--- src/rtl/imem_line_responder.sv ---
// Instruction-memory responder: single-line buffer in front of a req/ack backing memory.
// Hits return the addressed word one cycle later; misses stall IF while the line burst-fills.
module imem_line_responder #(
  parameter int          LINE_WORDS = 4,
  parameter logic [31:0] NULL_INSTR = 32'h0000_0000
) (
  input  logic        CLK,
  input  logic        RESET,
  input  logic [31:0] Instr_address_2IM,
  input  logic        flush,
  output logic [31:0] Instr1_fIM,
  output logic        imem_stall,
  output logic        mem_req,
  output logic [31:0] mem_addr,
  input  logic        mem_ack,
  input  logic [31:0] mem_rdata
);

  localparam int OFF_W = $clog2(LINE_WORDS);

  typedef enum logic [1:0] {IDLE, FILL, DONE} state_t;

  state_t             state, state_next;
  logic               line_valid;
  logic [31:0]        tag;
  logic [31:0]        fill_base;
  logic [OFF_W-1:0]   cnt;
  logic [31:0]        line_buf [LINE_WORDS];

  logic [31:0]        base;
  logic [OFF_W-1:0]   word_idx;
  logic               hit;
  logic               beat;
  logic               last_beat;
  logic               unused_addr_bits;

  assign base             = {Instr_address_2IM[31:OFF_W+2], {(OFF_W+2){1'b0}}};
  assign word_idx         = Instr_address_2IM[OFF_W+1:2];
  assign unused_addr_bits = ^Instr_address_2IM[1:0];

  assign hit        = line_valid && (base == tag) && (state == IDLE);
  assign imem_stall = (state != IDLE) || !hit;
  assign beat       = (state == FILL) && mem_req && mem_ack;
  assign last_beat  = beat && (cnt == OFF_W'(LINE_WORDS - 1));

  // NOTE: every variable driven here gets a default first so no latch is inferred.
  always_comb begin
    state_next = state;
    if (flush) begin
      state_next = IDLE;
    end else begin
      case (state)
        IDLE:    if (!hit) state_next = FILL;
        FILL:    if (last_beat) state_next = DONE;
        DONE:    state_next = IDLE;
        default: state_next = IDLE;
      endcase
    end
  end

  // NOTE: sequential state uses non-blocking assignments so all registers update from pre-edge values.
  always_ff @(posedge CLK or posedge RESET) begin
    if (RESET) state <= IDLE;
    else       state <= state_next;
  end

  always_ff @(posedge CLK or posedge RESET) begin
    if (RESET) begin
      line_valid <= 1'b0;
      tag        <= '0;
      fill_base  <= '0;
      cnt        <= '0;
      mem_req    <= 1'b0;
      mem_addr   <= '0;
      Instr1_fIM <= NULL_INSTR;
    end else if (flush) begin
      // A beat acked in the flush cycle is dropped; the refill starts again at word 0.
      line_valid <= 1'b0;
      cnt        <= '0;
      mem_req    <= 1'b0;
      mem_addr   <= fill_base;
      Instr1_fIM <= NULL_INSTR;
    end else begin
      case (state)
        IDLE: begin
          if (hit) begin
            Instr1_fIM <= line_buf[word_idx];
          end else begin
            fill_base <= base;
            cnt       <= '0;
            mem_req   <= 1'b1;
            mem_addr  <= base;
          end
        end
        FILL: begin
          if (beat) begin
            cnt <= cnt + 1'b1;
            if (last_beat) begin
              mem_req    <= 1'b0;
              mem_addr   <= fill_base;
              line_valid <= 1'b1;
              tag        <= fill_base;
            end else begin
              mem_addr <= mem_addr + 32'd4;
            end
          end
        end
        default: ;
      endcase
    end
  end

  // NOTE: the line storage is deliberately not reset; line_valid guards every read of it.
  always_ff @(posedge CLK) begin
    if (beat && !flush) line_buf[cnt] <= mem_rdata;
  end

endmodule
--- config.mk ---
export PLATFORM = sky130hd
export DESIGN_NAME = imem_line_responder
export DESIGN_NICKNAME = d
export VERILOG_FILES = /design/src/rtl/imem_line_responder.sv
export SDC_FILE = /design/constraint.sdc
export NUM_CORES = 1
export LEC_CHECK = 0
export CAP_MARGIN = 15
export CORE_UTILIZATION = 30
export CTS_CLUSTER_SIZE = 30
export DETAILED_ROUTE_END_ITERATION = 8
export PLACE_DENSITY = 0.49
export SETUP_SLACK_MARGIN = 0.15
export SLEW_MARGIN = 40
export SYNTH_ARGS = -nofsm -noshare
export SYNTH_HDL_FRONTEND = slang
export SYNTH_SLANG_ARGS = --single-unit
--- constraint.sdc ---
create_clock -name CLK -period 5.15 [get_ports CLK]
set_input_delay 0.7725 -clock CLK [delete_from_list [all_inputs] [get_ports CLK]]
set_output_delay 0.7725 -clock CLK [all_outputs]
set_load 0.02 [all_outputs]
==> summary.md <==
| Metric | Value |
|---|---|
| Post-Syn Instances | 746 |
| Die Span X | approximately 190 µm |
| DRC errors left | 7 |
| Crit Path Class | input port to primary output |
| DP Cell Count | 1315 |
| Synth Area in Compound Gates | 0.0789 |
| CP peak stage delay | 0.58 ns |
| Synth Register Bits | between 200 and 300 |
| Clk root buf | clkbuf_16 |
| WL per Instance | 21.1 µm |
| Antenna violations before repair | 0 |
| Crit path cell chain | clkdlybuf4s50_1 -> xnor2_1 -> nand4_1 -> nor4_2 -> nand2_1 -> clkdlybuf4s50_1 |
| Setup Total Neg Slack | 0 ns |
| Via count | 6879 |
| CP Launch Type | input port |
| DR iter-0 viols | 432 |
| Post-layout min period | 3.77 ns |
| Gp weighted congestion | slightly above 0.8 |
| Latest clock arrival within the worst-skew pair | 0.55 ns |
| Failing checks | DRC |
| Clock Skew | 0.00966 ns |
| Period utilisation layout | 0.731 |
| Largest net degree at the start of global routing | 96 |
| WP data arrival | 2.99 ns |
| Largest family of logic cells by synthesized area | multiplexers |
| Multiplexer share of the synthesized area | 0.162 |
| Overall power | between 5 and 6 mW |
| Hold crit path type | register to register |
| CTS buffer count | 29 |
| Finished Core Util | 0.386 |
| RSZ-0062 raised after global routing | false |
| Detail Placement HPWL | 18.3 mm |
| Mapped Area | 11000 µm² |
| All-Layer GR Usage | 0.156 |
| Fin. Hold Viols | 0 |
| Final wirelength | 28.9 mm |
| ANT cells | 0 |
| CTS tree | done |
| Pins Over Slew Limit | 0 |
| Vias in the first global route | 7275 |
| P_leak | 5.11 nW |
| First-pass GRT wire length | 45.0 mm |
| CTS Hold Buffers Added | 0 |
| Crit path max-delay cell type | clkdlybuf4s50_1 |
| Post-CTS Resized | 0 |
| Sequential fraction of the synthesis area | 0.632 |
| I/O Pins | between 100 and 150 |
| Run status | finished with violations |
| Non-Filler Instances | 1369 |
| Synth Area in Adders | 0.00569 |
| Power Density | 376 nW/µm² |
| Synth Flop Type | edfxtp_1 |
| YS warnings | 0 |
| Area of the core | 35800 µm² |
| GRT overflow | 0 |
| Number of enable flip-flop cells after synthesis | 128 |
| Area Growth Syn to Fin | 25.8% |
| Synth unique cells | 64 |
| # setup viols final | 0 |
| DIE AREA | 37400 µm² |
| First-pass iteration count of the detailed router | 8 |
| Syn avg cell area | approximately 15 µm² |
| Die Span Y | about 190 µm |
| Ratio of cells with drive above 1 in the final layout | 0.186 |
| CP Capture Type | primary output |
| Synth Area in XOR/XNOR | 0.0223 |
| Postcts setup bufs | 0 |
| Antenna Violating Nets Remaining | 0 |
| Max VDD drop | 0.257 mV |
| Relative slew slack | 0.435 |
| Post-synth ARST share | 0.492 |
| Starting density of the core | 0.307 |
| Maximum fanout along the worst path | 3 |
| Nets | 959 |
| Most common cell on crit path | clkdlybuf4s50_1 |
| # rows | 69 |
| Worst Tran Pin Value | 0.847 ns |
| DR vias/cell | 5.02 |
| Clk slew on worst S/H paths | 0.06 ns |
| Clock Path Buffers | 3 |
| Max Freq | ~0.27 GHz |
| Max-capacitance violation count | 0 |
| CTS Sinks | approximately 250 |
| CP Data Required Time | 4.38 ns |
| H-Tree Depth | 1 |
| Fraction of the mapped netlist area in simple logic gates | 0.0733 |
| Port Buffers | between 100 and 150 |
==> synthesized netlist by cell type (5+ instances only) <==
master,number,area (µm²)
mux4_2,32,721
and3_1,6,37.5
a222oi_1,7,70.1
a21oi_1,5,25.0
and2_1,5,31.3
a221oi_1,8,70.1
mux2_4,27,405
nor2_1,53,199
o21ai_0,39,195
nand3_1,15,75.1
o2bb2ai_1,14,123
inv_1,17,63.8
xnor2_1,21,184
nor3_1,12,60.1
edfxtp_1,128,3840
buf_4,8,60.1
mux2_2,28,315
a22oi_1,8,60.1
xor2_1,7,61.3
buf_2,9,45.0
nand4_1,13,81.3
a22o_1,5,43.8
nor4_1,5,31.3
ha_1,5,62.6
mux2i_1,34,340
clkbuf_1,21,78.8
dfrtp_1,124,3100
nand2_1,30,113
==> stage by stage <==
stage	instance area (µm²)	worst slack, ns	hold WS, ns
6_report	13800	1.38	0.508
3_3_place_gp	12800	1.36	0.496
2_1_floorplan	11000	1.08	0.473
4_1_cts	13800	1.36	0.511
5_1_grt	13800	1.22	0.543
3_5_place_dp	12800	1.37	0.503
==> cell usage in the layout, fill, tap and decap left out, types with 6 or more instances in the layout <==
cell type	instances
edfxtp_1	128
clkdlybuf4s50_1	127
dfrtp_1	124
nor2_1	53
o21ai_0	39
mux2i_1	34
mux4_2	32
nand2_1	30
clkbuf_16	29
mux2_2	28
mux2_4	27
xnor2_1	21
buf_4	20
inv_1	16
nand3_1	15
o2bb2ai_1	14
nand4_1	13
nor3_1	11
a22oi_1	8
a221oi_1	8
xor2_1	7
a222oi_1	7
clkbuf_1	7
and3_1	6
clkinv_2	6
==> final timing paths <==
check | slack, ns | cells past startpoint | start | end
min reg2reg | 0.51 | 2 | fill_base[18]$_DFFE_PP0P_ | tag[18]$_DFFE_PP0P_
max | 1.38 | 6 | Instr_address_2IM[27] | imem_stall
max reg2reg | 2.46 | 7 | tag[21]$_DFFE_PP0P_ | mem_addr[5]$_DFFE_PP0P_
max in group asynchronous | 3.90 | 3 | RESET | fill_base[19]$_DFFE_PP0P_
min in group asynchronous | 0.57 | 2 | RESET | fill_base[29]$_DFFE_PP0P_
min | 0.51 | 2 | fill_base[18]$_DFFE_PP0P_ | tag[18]$_DFFE_PP0P_
==> where the power goes <==
group | leakage (nW) | internal, mW | total, mW | switching [mW]
clock network | 0.479 | 1.30 | 2.12 | 0.823
registers | 2.76 | 2.24 | 2.38 | 0.142
logic | 1.87 | 0.341 | 0.694 | 0.354
==> worst max-delay path, delay by kind of cell <==
kind	cells	cell delay [ns]
XOR/XNOR	1	0.33
AND/OR/NAND/NOR	3	0.83
buffers and inverters	2	1.05
==> state kept, by name (all words and copies together) (netlist names) <==
register,count
line_buf,128
Instr1_fIM,32
mem_addr,30
fill_base,28
tag,28
cnt,2
state,2
line_valid,1
mem_req,1
==> layer usage <==
metal	vias to the layer above	routed length, µm	GRT usage
li1	3149	-	-
met1	3525	13400	0.213
met2	166	13300	0.254
met3	39	1670	0.0326
met4	0	468	0.0350
met5	-	0	0
==> kinds of logic (layout without fill, tap and decap cells) <==
logic type / count (synthesis) / count (layout)
AO/OA/AOI/OAI: 121 / 121
other: 1 / 2
adder cells (fa/ha/maj): 5 / 5
multiplexers: 121 / 121
AND/OR/NAND/NOR: 159 / 159
flip-flops: 252 / 252
XOR/XNOR: 28 / 28
buffers and inverters: 59 / 220
==> area by class of cell <==
class | instances | area, µm²
Inverter | 17 | 71.3
Clock inverter | 16 | 213
Timing Repair Buffer | 150 | 1470
Fill cell | 3350 | 22000
Clock buffer | 37 | 766
Multi-Input combinational cell | 436 | 3790
Tap cell | 461 | 577
Sequential cell | 252 | 6950
Note: power is estimated with default switching activity, not from simulation.
